===== src/rtl/ripple_adder_8bit_pkg.sv =====
// Purpose: shared width constant and result record for the 8-bit ripple adder.
// Latency: n/a (types and constants only).
// Backpressure: n/a.
package ripple_adder_8bit_pkg;

  localparam int ADD_W = 8;

  // Carry-out sits above the sum so the packed record reads as the 9-bit total.
  typedef struct packed {
    logic             carry;
    logic [ADD_W-1:0] sum;
  } add_result_t;

endpackage : ripple_adder_8bit_pkg


===== src/rtl/ripple_adder_8bit_full_adder.sv =====
// Purpose: 1-bit full adder cell, one stage of the ripple chain.
// Latency: combinational.
// Backpressure: none.
// Ports: a, b - addend bits; ci - carry in; s - sum bit; co - carry out.
module full_adder (
  input  logic a,
  input  logic b,
  input  logic ci,
  output logic s,
  output logic co
);

  assign s  = a ^ b ^ ci;
  assign co = (a & b) | (a & ci) | (b & ci);

endmodule : full_adder


===== src/rtl/ripple_adder_8bit.sv =====
// Purpose: 8-bit ripple-carry adder with a registered result stage and valid flag.
// Latency: 1 cycle from in_valid to out_valid.
// Backpressure: none; every in_valid cycle yields one out_valid cycle.
// Ports: clk, rst (async, active-high); A, B, cin, in_valid in;
//        sum, carry, out_valid out; ovf out only when RIPPLE_ADDER_OVF_EN is defined.
module ripple_adder_8bit
  import ripple_adder_8bit_pkg::*;
(
  input  logic             clk,
  input  logic             rst,
  input  logic [ADD_W-1:0] A,
  input  logic [ADD_W-1:0] B,
  input  logic             cin,
  input  logic             in_valid,
  output logic [ADD_W-1:0] sum,
  output logic             carry,
`ifdef RIPPLE_ADDER_OVF_EN
  output logic             ovf,
`endif
  output logic             out_valid
);

  // Carry thread through the chain: w_c[0] is cin, w_c[ADD_W] is the carry out.
  logic [ADD_W:0]   w_c;
  logic [ADD_W-1:0] w_s;

  add_result_t r_res;
  logic        r_vld;

  assign w_c[0] = cin;

  for (genvar i = 0; i < ADD_W; i++) begin : g_fa
    full_adder u_fa (
      .a  (A[i]),
      .b  (B[i]),
      .ci (w_c[i]),
      .s  (w_s[i]),
      .co (w_c[i+1])
    );
  end

  // Result only moves on a valid cycle; the valid flag itself tracks every cycle.
  always_ff @(posedge clk or posedge rst) begin
    if (rst) begin
      r_res <= '0;
      r_vld <= 1'b0;
    end else begin
      r_vld <= in_valid;
      if (in_valid) begin
        r_res.carry <= w_c[ADD_W];
        r_res.sum   <= w_s;
      end
    end
  end

`ifdef RIPPLE_ADDER_OVF_EN
  logic r_ovf;

  // Signed overflow: carry into the sign bit differs from carry out of it.
  always_ff @(posedge clk or posedge rst) begin
    if (rst) begin
      r_ovf <= 1'b0;
    end else if (in_valid) begin
      r_ovf <= w_c[ADD_W-1] ^ w_c[ADD_W];
    end
  end

  assign ovf = r_ovf;
`endif

  assign sum       = r_res.sum;
  assign carry     = r_res.carry;
  assign out_valid = r_vld;

endmodule : ripple_adder_8bit


===== config.mk =====
export PLATFORM = sky130hd
export DESIGN_NAME = ripple_adder_8bit
export DESIGN_NICKNAME = d
export VERILOG_FILES = /design/src/rtl/ripple_adder_8bit_pkg.sv /design/src/rtl/ripple_adder_8bit_full_adder.sv /design/src/rtl/ripple_adder_8bit.sv
export SDC_FILE = /design/constraint.sdc
export NUM_CORES = 1
export LEC_CHECK = 0
export BUFFER_PORTS_ARGS = -buffer_cell sky130_fd_sc_hd__buf_2
export CELL_PAD_IN_SITES_DETAIL_PLACEMENT = 0
export CELL_PAD_IN_SITES_GLOBAL_PLACEMENT = 1
export CORE_MARGIN = 2
export CORE_UTILIZATION = 32
export CTS_CLUSTER_SIZE = 10
export DETAILED_ROUTE_END_ITERATION = 12
export PLACE_DENSITY = 0.74
export SLEW_MARGIN = 20
export SYNTH_ARGS = -nofsm -noshare
export SYNTH_HDL_FRONTEND = slang
export SYNTH_SLANG_ARGS = --single-unit

===== constraint.sdc =====
create_clock -name clk -period 0.96 [get_ports clk]
set_input_delay 0.144 -clock clk [delete_from_list [all_inputs] [get_ports clk]]
set_output_delay 0.144 -clock clk [all_outputs]
set_load 0.01 [all_outputs]

; ---- Word level (Yosys, flattened, before mapping)
; Cells that the tools add are included.
[word_totals]
word_cells = 59
in_bits = 20
regBits = 10
output_inout_bits = 10
[classes]
bitwise = 56
[ops]
columns = operator, count
row1 = 1-bit bitwise AND, 24
row2 = 1-bit OR, 16
row3 = 1-bit bitwise XOR, 16

; ---- Depth between registers and ports, before layout
[depth]
ltp_word = 24
depth_mapped = 12
depth_no_buf = 12

; ---- Hierarchy
; Synthesis repeated with hierarchy kept, for this count alone.
[hier_totals]
hier_cells = 29
area_unflattened_um2 = 560.5
[by_module_without_submodules]
columns = mod, area_per_inst_um2, seq_area_each_um2, cells_per_inst, instances
row1 = ripple_adder_8bit, 400.4, 250.2, 21, 1
row2 = full_adder, 20.0, 0.0, 1, 8

; ---- Worst setup path before layout
; OpenSTA, ideal clock, no wires.
[synth_path]
path_kind = input port to flip-flop
from = input port A[0]
to = register, netlist name sum[7]
n_path_buf = 0
path_stages = 12
required_time_ns = 0.883
setup_slack_ns = -2.354
setup_ns = 0.077
arrival_time_ns = 3.237
path_cell_list = inv_1 -> fa_1 -> inv_1 -> fa_1 -> fa_1 -> fa_1 -> fa_1 -> fa_1 -> fa_1 -> inv_1 -> fa_1 -> a21oi_1
[synth_via]
elab_chain_len = 22
word_cells_on_any_way = 29
cone_classes = bitwise: 29
[synth_rtl]
columns = item, line_no
row1 = from (decl), ripple_adder_8bit.sv:11  ; input logic [ADD_W-1:0] A,
row2 = 1-bit bitwise AND, ripple_adder_8bit_full_adder.sv:14  ; assign co = (a & b) | (a & ci) | (b & ci);
row3 = 1-bit OR (*) (2 in series), ripple_adder_8bit_full_adder.sv:14
row4 = 1-bit bitwise AND, ripple_adder_8bit_full_adder.sv:14
row5 = 1-bit OR, ripple_adder_8bit_full_adder.sv:14
row6 = 1-bit OR (*), ripple_adder_8bit_full_adder.sv:14
row7 = 1-bit bitwise AND, ripple_adder_8bit_full_adder.sv:14
row8 = 1-bit OR, ripple_adder_8bit_full_adder.sv:14
row9 = 1-bit OR (*), ripple_adder_8bit_full_adder.sv:14
row10 = [... 5 more ...], --
row11 = 1-bit OR (*), ripple_adder_8bit_full_adder.sv:14
row12 = 1-bit bitwise AND, ripple_adder_8bit_full_adder.sv:14
row13 = 1-bit OR, ripple_adder_8bit_full_adder.sv:14
row14 = 1-bit OR (*), ripple_adder_8bit_full_adder.sv:14
row15 = 1-bit bitwise AND, ripple_adder_8bit_full_adder.sv:14
row16 = 1-bit OR, ripple_adder_8bit_full_adder.sv:14
row17 = 1-bit OR (*), ripple_adder_8bit_full_adder.sv:14
row18 = 1-bit bitwise XOR (*), ripple_adder_8bit_full_adder.sv:13  ; assign s = a ^ b ^ ci;
; Every way passes the cells marked *; elsewhere a longest branch is shown, timed or not.
; A chain may end at the register's enable or synchronous reset.

; ---- Worst setup path after layout
[layout_path]
from = input port A[0]
to = register, netlist name sum[7]
[layout_via]
elab_chain_len = 22
word_cells_on_any_way = 29
cone_classes = bitwise: 29
[layout_rtl]
columns = item, line_no
row1 = 1-bit bitwise AND, ripple_adder_8bit_full_adder.sv:14
row2 = 1-bit OR (*) (2 in series), ripple_adder_8bit_full_adder.sv:14
row3 = 1-bit bitwise AND, ripple_adder_8bit_full_adder.sv:14
row4 = 1-bit OR, ripple_adder_8bit_full_adder.sv:14
row5 = 1-bit OR (*), ripple_adder_8bit_full_adder.sv:14
row6 = 1-bit bitwise AND, ripple_adder_8bit_full_adder.sv:14
row7 = 1-bit OR, ripple_adder_8bit_full_adder.sv:14
row8 = 1-bit OR (*), ripple_adder_8bit_full_adder.sv:14
row9 = [... 5 more ...], --
row10 = 1-bit OR (*), ripple_adder_8bit_full_adder.sv:14
row11 = 1-bit bitwise AND, ripple_adder_8bit_full_adder.sv:14
row12 = 1-bit OR, ripple_adder_8bit_full_adder.sv:14
row13 = 1-bit OR (*), ripple_adder_8bit_full_adder.sv:14
row14 = 1-bit bitwise AND, ripple_adder_8bit_full_adder.sv:14
row15 = 1-bit OR, ripple_adder_8bit_full_adder.sv:14
row16 = 1-bit OR (*), ripple_adder_8bit_full_adder.sv:14
row17 = 1-bit bitwise XOR (*), ripple_adder_8bit_full_adder.sv:13
; Marks and branches as above.

==> metrics.csv <==
metric,value,unit
core-area,0.001689,sq mm
grt_pass1_vias,402,
syn-cell-area,560.5,sq um
status,"finished, violations left",
multi_input_area,297.8,sq um
cts_inserted_buffers,3,
cp-start-kind,input pin,
layout.cells.non_filler,90,
clkTransAtPathRegs,0.06,ns
final_net_count,103,
fin_ws,-2.055,ns
mostFrequentLayoutCell,buf_2,
ys_warn_count,0,
reg2reg_depth,2,
cts_tree,built,
root_buffer,clkbuf_4,
p_per_area,1524,mW/mm^2
dr.pass1.iters,3,
via_per_inst,4.333,
vias,390,
initial_core_util,0.3319,
timing.rr.end,sum[1],
period_needed,3.015,ns
hpwl,817.9,um
clockBufferDepth,2,
rsz0062_at_grt,true,
drv_cap,0,
fp.dieH,45.86,um
ys_ff_latch,10,
wirelength,1028,um
gr-usage-all-layers,0.1211,
overflow,0,
crit_type,input pin to register,
insertion_delay,0.25,ns
die_area,0.002103,sq mm
holdCritStartpoint,in_valid,
cts.sinks,10,
final_cell_mix,"buf_2, dfrtp_1, fa_2",
clock.fmax,0.3316,GHz
min_to,out_valid,
syn_nets,67,
hold_class,input pin to register,
drc,0,
place_area,758.2,sq um
synthCells,39,
synth_cell_types,8,
avgSynthCellArea,14.37,sq um
crit_required,1.14,ns
slew-limit-headroom,0.7552,
skew,0,ns
place_inst,85,
die_w,45.86,um
crit_fanout,1,
grt_max_degree,11,
gp_congestion,0.6836,
setup_viol_count_final,8,
hold_depth,1,
finalHoldViolCount,0,
cp.arrival,3.20,ns
drt_iter0_drc,10,
fillers,160,
ys_seq_area_frac,0.4464,
p_leak,0.4168,nW
peakVddDrop,0.0008350,V
h-tree-depth,1,
numPortBuffers,29,
syn_to_final_growth,48.44,%
drive_above_1_share,0.7260,
pin_count,30,
setup_tns,-9.835,ns
final.period_utilization,3.141,
rows,15,
violations,setup timing,
antenna_cells,0,
wl_per_cell,11.42,um
grt_pass1_wl,1718,um
drv_slew,0,
stdcell_area,832.0,sq um
worstSetupEndpointType,register,
r2r_setup_slack,0.07,ns
ant_nets,0,
tightest_slew,0.3669,ns
regArea,250.2,sq um
antenna_found_initial,0,
rr_startpoint,sum[1],
metal layers:
layer	routed length, um	vias to the layer above	GRT usage
li1	-	186	-
met1	449	183	0.1556
met2	493	19	0.1722
met3	65	2	0.02381
met4	19	0	0.1029
met5	0	-	0
worst max path at each step:
stage          from  slack, ns  endpoint  depth (start not counted)
2_1_floorplan  A[0]      -2.13    sum[7]                         12
3_3_place_gp   A[0]      -2.38    sum[7]                         13
3_5_place_dp   A[0]      -2.43    sum[7]                         13
4_1_cts        A[0]      -2.08    sum[7]                         13
5_1_grt        A[0]      -2.15    sum[7]                         13
6_report       A[0]      -2.06    sum[7]                         13
stage by stage:
| step | hold slack [ns] | power [mW] | utilization | setup slack (ns) |
|---|---|---|---|---|
| global route | 0.1517 | 1.369 | 0.4926 | -2.148 |
| CTS | 0.1508 | 1.265 | 0.4844 | -2.082 |
| global placement | 0.1302 | 0.9439 | 0.4489 | -2.383 |
| finish | 0.1606 | 1.268 | 0.4926 | -2.055 |
| floorplan | -0.01582 | 0.7768 | - | -2.127 |
| detailed placement | 0.1356 | 0.9547 | 0.4489 | -2.433 |
registers in the layout (all words and copies together), names as in the netlist:
name       cells
sum            8
out_valid      1
carry          1
where the power goes:
part / leakage, nW / internal [mW] / switching (mW)
clock network: 0.0138 / 0.144 / 0.123
logic: 0.288 / 0.261 / 0.190
registers: 0.115 / 0.505 / 0.0456
synthesized netlist by cell type:
cell	n	share of area
dfrtp_1	10	0.45
fa_1	8	0.29
inv_1	8	0.054
mux2_4	4	0.11
a21oi_1	3	0.027
nor2_1	3	0.020
mux2_2	2	0.040
buf_6	1	0.020
cell type report:
cell class	count	share of cell area
multi-input cells	20	0.3579
flip-flops and latches	10	0.3008
repair buffers	32	0.2316
inverters	8	0.05714
clock buffers	3	0.02707
well taps	17	0.02556
logic make-up (layout without fill, tap and decap cells):
kind of cell | count (synthesis) | count (layout) | synth area share
AOI/OAI and AO/OA | 3 | 3 | 0.02678
adders and majority gates | 8 | 8 | 0.2857
buffers and inverters | 9 | 43 | 0.07366
DFF | 10 | 10 | 0.4464
muxes | 6 | 6 | 0.1473
and+or+nand+nor | 3 | 3 | 0.02009
worst max-delay path, cell delays in order:
cell,delay [ns]
buf_8,0.11
inv_12,0.04
fa_2,0.19
inv_2,0.04
fa_2,0.34
fa_2,0.37
fa_2,0.35
fa_2,0.35
fa_2,0.35
fa_2,0.35
inv_2,0.06
fa_1,0.41
a21oi_2,0.13
repair_timing:
| item | 4_1_cts | 5_1_grt |
|---|---|---|
| endpoints found under the hold margin | 10 | 0 |
| pin swaps | 1 | 0 |
| hold buffers | 1 | 0 |
| gates resized for setup | 8 | 1 |
| setup buffers | 0 | 1 |
| setup endpoints to repair | 8 | 10 |
Note: power is estimated with default switching activity, not from simulation.
